===== src/rtl/fp_mult_pkg.sv =====
// Shared FP32 multiplier constants and result-entry layout, used by the
// multiplier and by its downstream result buffer.
package fp_mult_pkg;

  localparam int unsigned FP32_W       = 32;
  localparam int unsigned FP_MULT_LAT  = 3;
  localparam int unsigned RES_W        = FP32_W + 1;
  localparam int unsigned RES_DATA_LSB = 0;
  localparam int unsigned RES_ERR_BIT  = FP32_W;

  typedef logic [FP32_W-1:0] fp32_t;
  typedef logic [RES_W-1:0]  res_entry_t;

  function automatic res_entry_t pack_res(input logic err, input fp32_t data);
    res_entry_t e;
    e = '0;
    e[RES_DATA_LSB +: FP32_W] = data;
    e[RES_ERR_BIT]            = err;
    return e;
  endfunction

endpackage


===== src/rtl/fp_mult_result_buffer_if.sv =====
// Operand-issue / product / result-output handshake bundle of fp_mult_result_buffer.
// master = upstream issuer + consumer side, slave = the result buffer.
interface fp_mult_result_buffer_if;
  import fp_mult_pkg::*;

  logic  in_vld;
  logic  issue_ok;
  fp32_t mult_c;
  logic  mult_err;
  logic  out_vld;
  logic  out_rdy;
  fp32_t out_data;
  logic  out_err;

  modport master (
    output in_vld, mult_c, mult_err, out_rdy,
    input  issue_ok, out_vld, out_data, out_err
  );

  modport slave (
    input  in_vld, mult_c, mult_err, out_rdy,
    output issue_ok, out_vld, out_data, out_err
  );

endinterface


===== src/rtl/fp_res_fifo.sv =====
// Generic synchronous first-word-fall-through FIFO; read data is forced to zero
// while empty. Push on a full FIFO is ignored unless a pop happens the same cycle.
module fp_res_fifo #(
  parameter int unsigned WIDTH = 33,
  parameter int unsigned DEPTH = 8
) (
  input  logic                     clk,
  input  logic                     rst,
  input  logic                     push,
  input  logic [WIDTH-1:0]         wdata,
  input  logic                     pop,
  output logic [WIDTH-1:0]         rdata,
  output logic                     full,
  output logic                     empty,
  output logic [$clog2(DEPTH):0]   level
);

  localparam int unsigned AW = $clog2(DEPTH);

  logic [AW:0]      wptr;
  logic [AW:0]      rptr;
  logic [WIDTH-1:0] mem [DEPTH];
  logic             do_push;
  logic             do_pop;

  always_comb begin
    empty   = (wptr == rptr);
    // Extra pointer MSB differs only when the write side has lapped the read side.
    full    = (wptr[AW] != rptr[AW]) && (wptr[AW-1:0] == rptr[AW-1:0]);
    level   = wptr - rptr;
    do_pop  = pop && !empty;
    do_push = push && (!full || do_pop);
    rdata   = empty ? '0 : mem[rptr[AW-1:0]];
  end

  always_ff @(posedge clk or posedge rst) begin
    if (rst) begin
      wptr <= '0;
      rptr <= '0;
    end else begin
      if (do_push) wptr <= wptr + (AW+1)'(1);
      if (do_pop)  rptr <= rptr + (AW+1)'(1);
    end
  end

  always_ff @(posedge clk) begin
    if (do_push) mem[wptr[AW-1:0]] <= wdata;
  end

endmodule


===== src/rtl/fp_mult_result_buffer.sv =====
// Result buffer behind the non-stallable FP32 multiplier: valid delay line, credit
// return and FWFT result FIFO. Optional error counter under FP_MULT_ERRCNT_EN.
module fp_mult_result_buffer
  import fp_mult_pkg::*;
#(
  parameter int unsigned LAT   = FP_MULT_LAT,
  parameter int unsigned DEPTH = 8
`ifdef FP_MULT_ERRCNT_EN
  , parameter int unsigned ERR_CW = 16
`endif
) (
  input  logic                     clk,
  input  logic                     rst,
  fp_mult_result_buffer_if.slave   bus,
  output logic [$clog2(DEPTH):0]   level,
  output logic                     ovf
`ifdef FP_MULT_ERRCNT_EN
  , output logic [ERR_CW-1:0]      err_cnt,
  input  logic                     err_cnt_clr
`endif
);

  localparam int unsigned IW = $clog2(LAT + 1);

  logic [LAT-1:0] vld_d;
  logic [IW-1:0]  inflight;
  logic           strobe;
  logic           pop;
  logic           push_acc;
  logic           full;
  logic           empty;
  res_entry_t     head;

  always_comb begin
    strobe   = vld_d[LAT-1];
    pop      = bus.out_vld && bus.out_rdy;
    push_acc = strobe && (!full || pop);
  end

  // Tag delay line: the last stage lines up with the product on mult_c.
  always_ff @(posedge clk or posedge rst) begin
    if (rst) begin
      vld_d <= '0;
    end else begin
      vld_d[0] <= bus.in_vld;
      for (int unsigned k = 1; k < LAT; k++) vld_d[k] <= vld_d[k-1];
    end
  end

  always_ff @(posedge clk or posedge rst) begin
    if (rst) begin
      inflight <= '0;
    end else begin
      case ({bus.in_vld, strobe})
        2'b10:   inflight <= inflight + IW'(1);
        2'b01:   inflight <= inflight - IW'(1);
        default: inflight <= inflight;
      endcase
    end
  end

  always_ff @(posedge clk or posedge rst) begin
    if (rst)                    ovf <= 1'b0;
    else if (strobe && !push_acc) ovf <= 1'b1;
  end

  fp_res_fifo #(
    .WIDTH (RES_W),
    .DEPTH (DEPTH)
  ) u_fifo (
    .clk   (clk),
    .rst   (rst),
    .push  (strobe),
    .wdata (pack_res(bus.mult_err, bus.mult_c)),
    .pop   (pop),
    .rdata (head),
    .full  (full),
    .empty (empty),
    .level (level)
  );

  // Credits come from registers only, so in_vld never combinationally loops back.
  always_comb begin
    bus.issue_ok = (32'(inflight) + 32'(level)) < DEPTH;
    bus.out_vld  = !empty;
    bus.out_data = head[RES_DATA_LSB +: FP32_W];
    bus.out_err  = head[RES_ERR_BIT];
  end

`ifdef FP_MULT_ERRCNT_EN
  always_ff @(posedge clk or posedge rst) begin
    if (rst)
      err_cnt <= '0;
    else if (err_cnt_clr)
      err_cnt <= '0;
    else if (push_acc && bus.mult_err && (err_cnt != '1))
      err_cnt <= err_cnt + ERR_CW'(1);
  end
`endif

  a_inflight_bound: assert property (@(posedge clk) disable iff (rst) 32'(inflight) <= LAT);
  a_level_bound:    assert property (@(posedge clk) disable iff (rst) 32'(level) <= DEPTH);

endmodule


===== src/flat_wrapper.sv =====
// flat-port wrapper written by rule: the top's interface ports become plain ports
module fp_mult_result_buffer_flat import fp_mult_pkg::*;
#(
  parameter int unsigned LAT   = FP_MULT_LAT,
  parameter int unsigned DEPTH = 8

)
  (clk, rst, level, ovf, bus_in_vld, bus_mult_c, bus_mult_err, bus_out_rdy, bus_issue_ok, bus_out_vld, bus_out_data, bus_out_err);
  fp_mult_result_buffer_if bus_i ();
  input  logic clk;
  input  logic rst;
  output logic [$clog2(DEPTH):0] level;
  output logic ovf;
  input wire logic [$bits(bus_i.in_vld)-1:0] bus_in_vld;
  input wire logic [$bits(bus_i.mult_c)-1:0] bus_mult_c;
  input wire logic [$bits(bus_i.mult_err)-1:0] bus_mult_err;
  input wire logic [$bits(bus_i.out_rdy)-1:0] bus_out_rdy;
  output wire logic [$bits(bus_i.issue_ok)-1:0] bus_issue_ok;
  output wire logic [$bits(bus_i.out_vld)-1:0] bus_out_vld;
  output wire logic [$bits(bus_i.out_data)-1:0] bus_out_data;
  output wire logic [$bits(bus_i.out_err)-1:0] bus_out_err;
  assign bus_i.in_vld = bus_in_vld;
  assign bus_i.mult_c = bus_mult_c;
  assign bus_i.mult_err = bus_mult_err;
  assign bus_i.out_rdy = bus_out_rdy;
  assign bus_issue_ok = bus_i.issue_ok;
  assign bus_out_vld = bus_i.out_vld;
  assign bus_out_data = bus_i.out_data;
  assign bus_out_err = bus_i.out_err;
  fp_mult_result_buffer #(.LAT(LAT), .DEPTH(DEPTH)) u_core (.clk(clk), .rst(rst), .bus(bus_i), .level(level), .ovf(ovf));
endmodule

===== config.mk =====
export PLATFORM = sky130hd
export DESIGN_NAME = fp_mult_result_buffer_flat
export DESIGN_NICKNAME = d
export VERILOG_FILES = /design/src/rtl/fp_mult_pkg.sv /design/src/rtl/fp_mult_result_buffer_if.sv /design/src/rtl/fp_res_fifo.sv /design/src/rtl/fp_mult_result_buffer.sv /design/src/flat_wrapper.sv
export SDC_FILE = /design/constraint.sdc
export NUM_CORES = 1
export LEC_CHECK = 0
export ABC_AREA = 1
export CAP_MARGIN = 40
export CELL_PAD_IN_SITES_DETAIL_PLACEMENT = 0
export CELL_PAD_IN_SITES_GLOBAL_PLACEMENT = 2
export CORE_ASPECT_RATIO = 0.5
export CORE_MARGIN = 2
export CORE_UTILIZATION = 40
export CTS_BUF_LIST = sky130_fd_sc_hd__clkbuf_8
export CTS_CLUSTER_SIZE = 24
export DETAILED_ROUTE_END_ITERATION = 10
export PLACE_DENSITY_LB_ADDON = 0.3
export SLEW_MARGIN = 25
export SYNTH_ARGS = -nofsm -noshare
export SYNTH_HDL_FRONTEND = slang
export SYNTH_SLANG_ARGS = --single-unit

===== constraint.sdc =====
create_clock -name clk -period 5.15 [get_ports clk]
set_clock_uncertainty 0.15 [all_clocks]
set_input_delay 0.515 -clock clk [delete_from_list [all_inputs] [get_ports clk]]
set_output_delay 0.515 -clock clk [all_outputs]
set_load 0.02 [all_outputs]

Yosys cells after proc, flatten, opt, wreduce, memory -nomap -nowiden
Memories as Yosys holds them, arrays and structs flattened.
Cells that the tools add are included.
W data, S select, Z words.
Storage, ports and cells
  RAM bits: 264
  logic and storage cells: 34
  memories: 1
  ROM bits: 0
  register bits after elaboration: 14
  input port bits: 37
  bits in latches: 0
  output and inout port bits: 40
Operators by class
  muxes and demuxes: 4
  shift-type cells: 0
  bitwise operators: 0
  reductions and logical operators: 12
  $mul: 0
  div/mod/pow operators: 0
  order comparisons: 1
  eq/ne operators: 5
  add/sub/neg operators: 6
Memory list
  u_core.u_fifo.mem: depth 8, bits a word 33, rd ports 1, clocked after Yosys merged registers in 0, write ports 1, RTL line fp_res_fifo.sv:22  | logic [WIDTH-1:0] mem [DEPTH];
Operators with widths (count)
  $mux W33: 1
  $lt A32 B4 Y1 const B: 1
  $add A4 B1 Y4 const B: 2
  $logic_and A1 B1 Y1: 6
  $add A2 B4 Y5: 1
  $eq A4 B4 Y1: 1
  $pmux W2 S2: 1
  $sub A4 B4 Y4: 1
  $eq A3 B3 Y1: 1
  $logic_not A1 Y1: 3
  $add A2 B1 Y2 const B: 1
  $eq A2 B1 Y1 const B: 1
  $eq A2 B2 Y1 const B: 1
  $logic_or A1 B1 Y1: 2
  $mux W1: 2
  $reduce_bool A2 Y1: 1
  $sub A2 B1 Y2 const B: 1
  $ne A1 B1 Y1: 1

Logic depth before layout (Yosys ltp)
Gate-level depths: netlist of the first run.
  depth in word-level cells: 8
  gate-level depth with buffers: 12

Hierarchy
A second synthesis of the first run with hierarchy kept.
Second synthesis, totals
  cells, all modules: 1268
  area total of the unflattened synthesis: 12465.7 um^2
By module, submodules not included
  fp_res_fifo: seq. area each 8127.8 um^2, area each 12182.9 um^2, cells an instance 1237, times used 1
  fp_mult_result_buffer: seq. area each 150.1 um^2, area each 282.8 um^2, cells an instance 31, times used 1

Worst setup path before layout of the first run
No wires, ideal clock.
  path kind: register to register
  from: reg u_core.u_fifo.rptr[2]
  to: mem u_core.u_fifo.mem[2][0] (enable)
  path slack: 1.441 ns
  cell stages (with the launch flop): 11
  path buffers: 3
  arrival time: 3.136 ns
  required time: 4.577 ns
  cell sequence: dfrtp_1 -> buf_2 -> buf_2 -> buf_1 -> inv_1 -> ha_1 -> nand2_1 -> nor3_1 -> nand2_1 -> nand3_1 -> nor2_1
On the way
  longest elaborated chain between the ends: 8
  elaborated cells between the ends (all ways): 11
  classes of those cells: eq/ne: 2; mux: 2; reduce/logical: 7
RTL lines
  start: declaration: RTL line fp_res_fifo.sv:21  | logic [AW:0] rptr;
  start signal: assignment: RTL line fp_res_fifo.sv:42  | if (do_pop) rptr <= rptr + (AW+1)'(1);
  $eq A4 B4 Y1: RTL line fp_res_fifo.sv:27  | empty = (wptr == rptr);
  $logic_not A1 Y1: RTL line fp_res_fifo.sv:31, fp_mult_result_buffer.sv:85
  $logic_and A1 B1 Y1: RTL line fp_mult_result_buffer.sv:36  | pop = bus.out_vld && bus.out_rdy;
  $logic_and A1 B1 Y1: RTL line fp_res_fifo.sv:31  | do_pop = pop && !empty;
  $logic_or A1 B1 Y1 *: RTL line fp_res_fifo.sv:32  | do_push = push && (!full || do_pop);
  $logic_and A1 B1 Y1 *: RTL line fp_res_fifo.sv:32
  $mux W1 *: RTL line fp_res_fifo.sv:47  | if (do_push) mem[wptr[AW-1:0]] <= wdata;
  $mux W1 (not written as such) *: RTL line fp_res_fifo.sv:47
  end: declaration: RTL line fp_res_fifo.sv:22
Every way passes the cells marked *; elsewhere a longest branch is shown, timed or not.

Worst setup path after layout of the first run
  from: reg u_core.u_fifo.rptr[0]
  to: out bus_out_data[30]
On the way
  longest elaborated chain between the ends: 2
  elaborated cells between the ends (all ways): 3
  classes of those cells: eq/ne: 1; mux: 1; memory: 1
RTL lines
  $mem_v2 Z8 W33 or $eq A4 B4 Y1 (tied branches)
  $mux W33 *: RTL line fp_res_fifo.sv:33  | rdata = empty ? '0 : mem[rptr[AW-1:0]];
  end: declaration: RTL line flat_wrapper.sv:20  | output wire logic [$bits(bus_i.out_data)-1:0] bus_out_data;
Marked as above.

==> results of run 1 <==
-- layout make-up --
| type | instances | area, um2 | share of cell area, % |
|---|---|---|---|
| flip-flops and latches | 278 | 8280 | 57.5 |
| multi-input cells | 641 | 2830 | 19.6 |
| inverters | 278 | 1050 | 7.25 |
| repair buffers | 97 | 1030 | 7.13 |
| clock buffers | 45 | 619 | 4.30 |
| well taps | 399 | 499 | 3.46 |
| clock inverters | 27 | 113 | 0.781 |
| diodes | 1 | 2.50 | 0.0174 |
-- state kept, by name, summed over array words and instances (netlist names) --
register	count
u_core.inflight	2
u_core.ovf	1
u_core.u_fifo.mem	264
u_core.u_fifo.rptr	4
u_core.u_fifo.wptr	4
u_core.vld_d	3
-- power by group through the flow --
stage	clock [W]	combinational (W)	sequential [W]
floorplan	0	0.00241	0.00293
global placement	0	0.00375	0.00301
detailed placement	0	0.00385	0.00302
CTS	0.00172	0.00387	0.00297
global route	0.00183	0.00423	0.00300
finish	0.00167	0.00380	0.00297
-- synthesized netlist by cell type --
| cell | number |
|---|---|
| xor2_1 | 3 |
| o21bai_1 | 1 |
| nand4_1 | 1 |
| fa_1 | 1 |
| nor2_1 | 77 |
| o21ai_0 | 1 |
| xnor2_1 | 5 |
| nand2_1 | 359 |
| buf_2 | 20 |
| ha_1 | 7 |
| edfxtp_1 | 264 |
| clkbuf_1 | 18 |
| inv_1 | 276 |
| nor3_1 | 1 |
| buf_1 | 4 |
| buf_4 | 11 |
| buf_6 | 5 |
| nand3_1 | 180 |
| nand2_2 | 2 |
| inv_2 | 2 |
| dfrtp_1 | 14 |
| a21oi_1 | 3 |
-- worst min-delay path by stage --
stage	endpoint	slack, ns	cells past startpoint
5_1_grt	u_core.inflight[1]	0.19	2
2_1_floorplan	u_core.vld_d[1]	0.18	0
3_3_place_gp	u_core.vld_d[1]	0.18	0
4_1_cts	u_core.u_fifo.wptr[1]	0.14	2
6_report	u_core.u_fifo.wptr[1]	0.15	2
3_5_place_dp	u_core.vld_d[1]	0.19	0
-- through the flow --
stage | cell area (um2) | utilization [%] | hold WS (ns) | cells | worst slack (ns)
after floorplan | 12400 | - | 0.181 | 1255 | 1.44
after global placement | 13500 | 44.5 | 0.182 | 1687 | 1.49
after detailed placement | 13700 | 45.0 | 0.190 | 1693 | 1.60
after CTS | 14400 | 47.4 | 0.136 | 1765 | 0.954
after global routing | 14400 | 47.4 | 0.194 | 1766 | 0.799
final | 14400 | 47.4 | 0.153 | 1766 | 1.01
-- per-layer routing --
metal | vias to the layer above | share of wire (%)
met4 | 2 | 1.3
met5 | - | 0.045
met1 | 3909 | 49
met2 | 177 | 45
met3 | 33 | 5.3
li1 | 4099 | -
-- kinds of logic (layout without fill, tap and decap cells) --
family / after synthesis / after routing / share of synthesized area [%]
simple gates: 620 / 620 / 20.6
buf+inv: 336 / 447 / 11.0
flops: 278 / 278 / 66.7
fa+ha+maj: 8 / 8 / 0.867
xor+xnor: 8 / 8 / 0.565
compound gates: 5 / 5 / 0.222
other cells: 0 / 1 / 0
==> out/metrics.cfg, run 1 <==
[placed_design]
io_buffers=76
gp_congestion=0.754
dp_hpwl_um=16400

[detailed_routing]
wl_per_cell_um=16.5
vias_per_cell=4.65
drtAntennaViolNets=0
drt_iter0_drc=483
drcViolationCount=0
first_pass_iters=5
postRouteWirelength_um=29100
vias=8220

[cts]
cts_sinks=278
ctsHoldBuffers=0
cts_tree=done
cts-root-buf=clkbuf_8
cts_max_level=2
max-clock-path-buffers=3
clk_latency_ns=0.56
post_cts_resized=0
post_cts.repair.setup_buffers=0
clk_pin_slew_worst_paths_ns=0.06
cts_buffers=43

[worst_setup_path]
worst-r2r-cell-count=7
regToRegStartpoint=u_core.u_fifo.rptr[0]
worstPathRequired_ns=4.49
crit_fanout=46
crit_path_cell_trace=ha_1 -> inv_1 -> nor2_1 -> nand2_2 -> buf_12 -> nand2_1 -> nor2_1 -> clkdlybuf4s50_1
path_buf_inv=3
timing.rr.end=u_core.u_fifo.mem[2][8]
endpoint_kind=output pin
cp-startpoint=u_core.u_fifo.rptr[0]
critPathTopFamily=buffers and inverters
cp.depth=8
reg2reg_setup_slack_ns=1.70
slowest_stage=dfrtp_4
cp_common_cell=nor2_1
cp.arrival_ns=3.47
cp_slowest_stage_delay_ns=0.79
cp-start-kind=flip-flop
crit_end=bus_out_data[30]
crit_type=reg2out

[power]
p_total_w=0.00844
worst_ir_drop_vdd_v=0.000852
cellLeakagePower_nw=6.47
switching_share_pct=40.5
combPwrFrac_pct=45.1
switchingPower_w=0.00341
p_per_area_nw_per_um2=585
power.share.clock_pct=19.8
seqPwrFrac_pct=35.2
power.internal_w=0.00502

[floorplan]
core_area_um2=30400
dieArea_um2=32500
io_pins=77
core.rowCount=45
die_y_um=129
initial_utilization_pct=40.8
chipWidth_um=253

[final_layout]
final_cell_mix=359 x nand2_1, 285 x inv_1, 264 x edfxtp_1
nNetsFinal=1384
fillers=2817
drive_gt1_share_pct=6.44
final_common_cell=nand2_1
area_growth_pct=16.2

[synth]
yosysUniqueCellTypes=22
avgSynthCellArea_um2=9.89
synthCells=1255
seq_area_frac_synth_pct=66.7
yosysTopAreaCell=edfxtp_1
synth_top_area_share_pct=63.9
synth.top_cells.by_area=edfxtp_1 64%, nand2_1 11%, inv_1 8.3%
yosysWarnings=0
syn-cell-area_um2=12400
synth-seq-cells=278
synth_fp_nets=1300

[grt]
top_usage_layer=met2
grtUsageMet3_pct=3.92
grt_usage_pct=18.6
antenna_found_initial=2
grt_max_degree=57
grtUsageMet2_pct=29.4
grt_use_met1_pct=26.3
grt_pass1_wl_um=45900
grt_overflow_total=0
grt_pass1_vias=8208

[hold_path]
hp-class=in2async

[timing]
final.setup.tns_ns=0
finalSetupViolCount=0
hold_viol=0
worst_pin_slew_ns=0.657
rsz0062_at_grt=no
maxSlewViolCount=0
slew-limit-headroom_pct=56.2
post-route-period-util_pct=80.3
fin_crit_ns=4.14
timing.fmax_mhz=242

[status]
status=complete, no violations

[job]
cap_violations=0

Power figures use the tool's default switching activity.
==> inputs of run 2 (changes only) <==
--- a/config.mk
+++ b/config.mk
@@ -11,7 +11,7 @@
 export CELL_PAD_IN_SITES_GLOBAL_PLACEMENT = 2
 export CORE_ASPECT_RATIO = 0.5
 export CORE_MARGIN = 2
-export CORE_UTILIZATION = 40
+export CORE_UTILIZATION = 36
 export CTS_BUF_LIST = sky130_fd_sc_hd__clkbuf_8
 export CTS_CLUSTER_SIZE = 24
 export DETAILED_ROUTE_END_ITERATION = 10
==> constraint.sdc (replaced) <==
create_clock -name clk -period 3.6 [get_ports clk]
set_clock_uncertainty 0.15 [all_clocks]
set_input_delay 0.36 -clock clk [delete_from_list [all_inputs] [get_ports clk]]
set_output_delay 0.36 -clock clk [all_outputs]
set_load 0.02 [all_outputs]
==> run 2 against run 1 <==
Effect of this change:
- total power is 43% higher
- routed wire length rose by 2.3%
- via count fell by 0.49%
- sequential cell count is the same
- highest routed layer is now met4
- sequential share of layout area decreased by 0.52 points
- critical endpoint is now bus_out_data[25]
- critical path depth stayed put
==> out/metrics.cfg, run 2 (synthesis gave the netlist of run 1 again) <==
[status]
status=complete, no violations  ; unchanged

[cts]
clk_pin_slew_worst_paths_ns=0.07  ; was 0.06 ns
max-clock-path-buffers=3  ; unchanged
cts-root-buf=clkbuf_8  ; unchanged
cts_buffers=43  ; unchanged
cts_tree=done  ; unchanged
clk_latency_ns=0.56  ; about the same
post_cts.repair.setup_buffers=0  ; unchanged
cts_sinks=278  ; unchanged
ctsHoldBuffers=0  ; unchanged
cts_max_level=2  ; unchanged

[detailed_routing]
first_pass_iters=5  ; unchanged
routed.top_layer=met4  ; was met5
drtAntennaViolNets=0  ; unchanged
drt-met1-wl_um=14100  ; about the same
wl_per_cell_um=16.3  ; was 16.5 um
drcViolationCount=0  ; unchanged
vias_per_cell=4.49  ; was 4.65
met3WireLength_um=1190  ; was 1530 um
vias=8180  ; was 8220
postRouteWirelength_um=29700  ; was 29100 um
wl_met2_um=13900  ; was 13000 um
drt_iter0_drc=475  ; was 483

[floorplan]
dieArea_um2=36100  ; was 32500 um2
initial_utilization_pct=36.3  ; was 40.8%
io_pins=77  ; unchanged
chipWidth_um=267  ; was 253 um
die_y_um=135  ; was 129 um
core_area_um2=34200  ; was 30400 um2
core.rowCount=48  ; was 45

[power]
cellLeakagePower_nw=6.51  ; was 6.47 nW
worst_ir_drop_vdd_v=0.000919  ; was 0.000852 V
p_per_area_nw_per_um2=830  ; was 585 nW/um2

[timing]
slew-limit-headroom_pct=53.8  ; was 56.2%
post-route-period-util_pct=93.4
timing.fmax_mhz=297
fin_crit_ns=3.36
rsz0062_at_grt=no  ; unchanged
hold_viol=0  ; unchanged
setup_slack_ns=0.237  ; was 1.01 ns
whs_ns=0.0138  ; was 0.153 ns
worst_pin_slew_ns=0.693  ; was 0.657 ns
finalSetupViolCount=0  ; unchanged
maxSlewViolCount=0  ; unchanged

[final_layout]
largest_register_ffs=264  ; unchanged
area_growth_pct=17.3  ; was 16.2%
antennaDiodeCount=0  ; was 1
fin_cells=1822  ; was 1766
final_cell_mix=359 x nand2_1, 292 x inv_1, 264 x edfxtp_1  ; was 359 x nand2_1, 285 x inv_1, 264 x edfxtp_1
final_common_cell=nand2_1  ; unchanged
fin_util_pct=42.5  ; was 47.4%
drive_gt1_share_pct=6.27  ; was 6.44%
nNetsFinal=1385  ; was 1384

[worst_setup_path]
crit_fanout=14  ; was 46
worstPathRequired_ns=3.09  ; was 4.49 ns
crit_type=reg2out  ; unchanged
cp.arrival_ns=2.85  ; was 3.47 ns
endpoint_kind=output pin  ; unchanged
cp-start-kind=flip-flop  ; unchanged

[placed_design]
io_buffers=76  ; unchanged
place_ws_ns=0.645  ; was 1.60 ns
gp_congestion=0.764  ; was 0.754
dp_hpwl_um=16000  ; was 16400 um
placed_cells=1745  ; was 1693

[grt]
grt_pass1_vias=7994  ; was 8208
antenna_found_initial=0  ; was 2
grt_pass1_wl_um=45600  ; was 45900 um
grt_overflow_total=0  ; unchanged
grt_usage_pct=16.8  ; was 18.6%
grt_max_degree=125  ; was 57

[job]
cap_violations=0  ; unchanged

[hold_path]
hp-class=in2async  ; unchanged

run 2: cell count changes in the layout (fill, tap and decap cells not counted), moves of 2 or more:
cell,change
buf_12,+8
inv_1,+7
buf_4,-5
buf_16,-2
clkbuf_8,-2
clkinv_1,+2
clkinv_2,-2
run 2: what timing repair did:
| item | CTS | global route |
|---|---|---|
| gates resized for setup | 1 | 3 |
| cloned | 0 | 0 |
| endpoints found under the setup margin | 1 | 27 |
run 2: report_power, final:
| group | leakage (nW) | internal, W | switching, W |
|---|---|---|---|
| sequential | 2.56 | 0.00401 | 0.000182 |
| clock | 0.431 | 0.00111 | 0.00122 |
| combinational | 3.51 | 0.00204 | 0.00350 |
run 2: metal layers:
metal,GRT usage (%),vias up
met1,22.7,3900
li1,-,4101
met4,4.31,0
met5,0,-
met2,28.1,134
met3,3.22,45
run 2: path summary, 6_finish.rpt:
path	from	endpoint	slack, ns	cells after the start
max	u_core.u_fifo.rptr[0]	bus_out_data[25]	0.24	8
min	rst	u_core.vld_d[1]	0.01	2
max reg2reg	u_core.u_fifo.rptr[0]	u_core.u_fifo.mem[7][15]	0.79	7
min reg2reg	u_core.vld_d[0]	u_core.vld_d[1]	0.20	0
max in group asynchronous	rst	u_core.u_fifo.rptr[0]	2.84	2
min in group clk	bus_in_vld	u_core.vld_d[0]	0.12	1
run 2: metrics by stage:
stage          total power [W]  setup TNS (ns)  instance area, um2
2_1_floorplan          0.00765          -21.00               12400
3_3_place_gp           0.00986               0               13800
3_5_place_dp           0.00991               0               13800
4_1_cts                 0.0123               0               14500
5_1_grt                 0.0129               0               14600
6_report                0.0121               0               14600
run 2: critical path, cell delays in order, from the launching register on:
cell and delay [ns]:
dfrtp_4 0.58, ha_1 0.30, inv_1 0.12, nor2_1 0.09, nand2_4 0.16, buf_4 0.24
nand2_1 0.07, nor2_1 0.10, clkdlybuf4s50_1 0.61
run 2: final cells by class:
| class | count | area (um2) |
|---|---|---|
| clock buffer | 43 | 592 |
| clock inverter | 34 | 136 |
| fill | 3279 | 19700 |
| inverter | 278 | 1050 |
| multi-input combinational | 641 | 2830 |
| sequential | 278 | 8290 |
| tap | 450 | 563 |
| timing repair buffer | 98 | 1090 |
==> inputs of run 3 (changes only) <==
--- a/config.mk
+++ b/config.mk
@@ -8,15 +8,14 @@
 export ABC_AREA = 1
 export CAP_MARGIN = 40
 export CELL_PAD_IN_SITES_DETAIL_PLACEMENT = 0
-export CELL_PAD_IN_SITES_GLOBAL_PLACEMENT = 2
+export CELL_PAD_IN_SITES_GLOBAL_PLACEMENT = 1
 export CORE_ASPECT_RATIO = 0.5
 export CORE_MARGIN = 2
-export CORE_UTILIZATION = 36
+export CORE_UTILIZATION = 44
 export CTS_BUF_LIST = sky130_fd_sc_hd__clkbuf_8
 export CTS_CLUSTER_SIZE = 24
 export DETAILED_ROUTE_END_ITERATION = 10
 export PLACE_DENSITY_LB_ADDON = 0.3
-export SLEW_MARGIN = 25
 export SYNTH_ARGS = -nofsm -noshare
 export SYNTH_HDL_FRONTEND = slang
 export SYNTH_SLANG_ARGS = --single-unit
==> run 3 against run 2 <==
Effect of this change:
- worst setup slack got worse by 0.029 ns
- worst hold slack better by 0.12 ns
- clock power barely moved
- total power fell by 0.47%
- global-route usage increased by 1.9 points
- register-to-register slack about the same
- sequential power about the same
- sequential cell count is the same
- final cell count fell by 3.7%
==> out/metrics.cfg, run 3 (synthesis gave the netlist of run 1 again) <==
[status]
status=complete, no violations  ; unchanged

[power]
cellLeakagePower_nw=6.53  ; was 6.51 nW
worst_ir_drop_vdd_v=0.00106  ; was 0.000919 V
p_total_w=0.0120  ; was 0.0121 W
p_per_area_nw_per_um2=829  ; was 830 nW/um2

[timing]
final.setup.tns_ns=0  ; unchanged
slew-limit-headroom_pct=48.1  ; was 53.8%
timing.fmax_mhz=295  ; was 297 MHz
finalSetupViolCount=0  ; unchanged
maxSlewViolCount=0  ; unchanged
hold_viol=0  ; unchanged
worst_pin_slew_ns=0.778  ; was 0.693 ns
fin_crit_ns=3.39  ; was 3.36 ns
rsz0062_at_grt=no  ; unchanged
post-route-period-util_pct=94.2  ; was 93.4%

[worst_setup_path]
cp.arrival_ns=2.88  ; was 2.85 ns
regToRegStartpoint=u_core.u_fifo.wptr[0]  ; was u_core.u_fifo.rptr[0]
endpoint_kind=output pin  ; unchanged
cp-start-kind=flip-flop  ; unchanged
worstPathRequired_ns=3.09  ; about the same
reg2reg_setup_slack_ns=0.78  ; was 0.79 ns
worst-r2r-cell-count=8  ; was 7
crit_fanout=17  ; was 14
crit_type=reg2out  ; unchanged
timing.rr.end=u_core.u_fifo.mem[7][27]  ; was u_core.u_fifo.mem[7][15]

[floorplan]
core.rowCount=43  ; was 48
initial_utilization_pct=44.8  ; was 36.3%
io_pins=77  ; unchanged
chipWidth_um=242  ; was 267 um
dieArea_um2=29600  ; was 36100 um2
core_area_um2=27700  ; was 34200 um2
die_y_um=123  ; was 135 um

[cts]
cts-root-buf=clkbuf_8  ; unchanged
post_cts.repair.setup_buffers=0  ; unchanged
cts_tree=done  ; unchanged
cts_buffers=42  ; was 43
max-clock-path-buffers=3  ; unchanged
cts_max_level=2  ; unchanged
cts_sinks=278  ; unchanged
clk_latency_ns=0.55  ; was 0.56 ns
clk_pin_slew_worst_paths_ns=0.07  ; about the same

[detailed_routing]
postRouteWirelength_um=26800  ; was 29700 um
first_pass_iters=5  ; unchanged
drcViolationCount=0  ; unchanged
vias=8138  ; was 8180
vias_per_cell=4.64  ; was 4.49
drtAntennaViolNets=0  ; unchanged
drt_iter0_drc=565  ; was 475
wl_per_cell_um=15.3  ; was 16.3 um

[hold_path]
holdPathStages=1
hp-class=in2reg  ; was in2async
hold_start=bus_in_vld
worst_hold_path.endpoint=u_core.vld_d[0]

[final_layout]
antennaDiodeCount=0  ; unchanged
drive_gt1_share_pct=6.27  ; unchanged
nNetsFinal=1385  ; unchanged
final_cell_mix=359 x nand2_1, 290 x inv_1, 264 x edfxtp_1  ; was 359 x nand2_1, 292 x inv_1, 264 x edfxtp_1
area_growth_pct=16.8  ; was 17.3%
final_common_cell=nand2_1  ; unchanged
largest_register_ffs=264  ; unchanged
fin_util_pct=52.3  ; was 42.5%

[grt]
grt_pass1_wl_um=42700  ; was 45600 um
antenna_found_initial=0  ; unchanged
grt_overflow_total=0  ; unchanged
grt_pass1_vias=7993  ; was 7994
grt_max_degree=136  ; was 125
grt_usage_pct=18.7  ; was 16.8%

[job]
cap_violations=0  ; unchanged

[placed_design]
io_buffers=76  ; unchanged
gp_congestion=0.774  ; was 0.764
dp_hpwl_um=14800  ; was 16000 um

==> run 3: cell count changes in the layout (fill, tap and decap cells not counted), moves of 2 or more <==
cell            delta
buf_12             -2
buf_6              +2
dlymetal6s2s_1     +2
inv_1              -2
==> run 3: repair_timing <==
item	in CTS	in global routing
setup endpoints to repair	1	28
resized for setup	1	4
hold buffers	1	0
hold endpoints to repair	10	0
cloned	0	0
==> run 3: worst max-delay path by stage <==
stage / start / endpoint / slack (ns) / cells after the start
detailed placement: u_core.u_fifo.wptr[0] / bus_out_data[15] / 0.62 / 9
CTS: u_core.u_fifo.wptr[0] / bus_issue_ok / 0.008 / 9
global route: u_core.u_fifo.wptr[0] / bus_out_data[13] / 0.007 / 9
global placement: u_core.u_fifo.wptr[0] / bus_issue_ok / 0.64 / 9
finish: u_core.u_fifo.wptr[0] / bus_out_data[4] / 0.21 / 9
floorplan: u_core.u_fifo.rptr[2] / u_core.u_fifo.mem[2][0] / -0.11 / 10
==> run 3: power breakdown <==
part | total (W) | internal [W] | leakage [nW] | switching (W)
logic | 0.00548 | 0.00204 | 3.53 | 0.00344
registers | 0.00417 | 0.00401 | 2.56 | 0.000153
clock network | 0.00236 | 0.00118 | 0.432 | 0.00118
total | 0.0120 | 0.00724 | 6.53 | 0.00478
==> run 3: worst max-delay path, stage by stage (launching register included) <==
cell and delay, ns:
dfrtp_2 0.44, inv_1 0.10, ha_1 0.30, inv_1 0.15
nor2_1 0.08, nand2_2 0.22, buf_6 0.25, nand2_1 0.08
nor2_1 0.10, clkdlybuf4s50_1 0.61
==> run 3: cell type report <==
class,instances,area [um2]
fill,2385,13200
sequential,278,8290
multi-input combinational,641,2830
timing repair buffer,99,1110
inverter,278,1050
clock buffer,43,592
tap,382,478
clock inverter,33,158
==> run 3: layer usage <==
layer | global-route usage (%) | wire length, um | up-vias
met5 | 0 | 0 | -
met4 | 5.63 | 385 | 0
met3 | 3.83 | 1270 | 31
met2 | 30.7 | 12300 | 157
met1 | 25.4 | 12900 | 3844
li1 | - | - | 4106
==> run 3: stage by stage <==
stage          hold slack [ns]  setup slack, ns  cell area (um2)  cells
2_1_floorplan           0.0992           -0.109            12400   1255
3_3_place_gp             0.183            0.642            13700   1675
3_5_place_dp             0.187            0.619            13700   1677
4_1_cts                 0.0898          0.00773            14500   1754
5_1_grt                  0.129          0.00675            14500   1754
6_report                 0.130            0.208            14500   1754
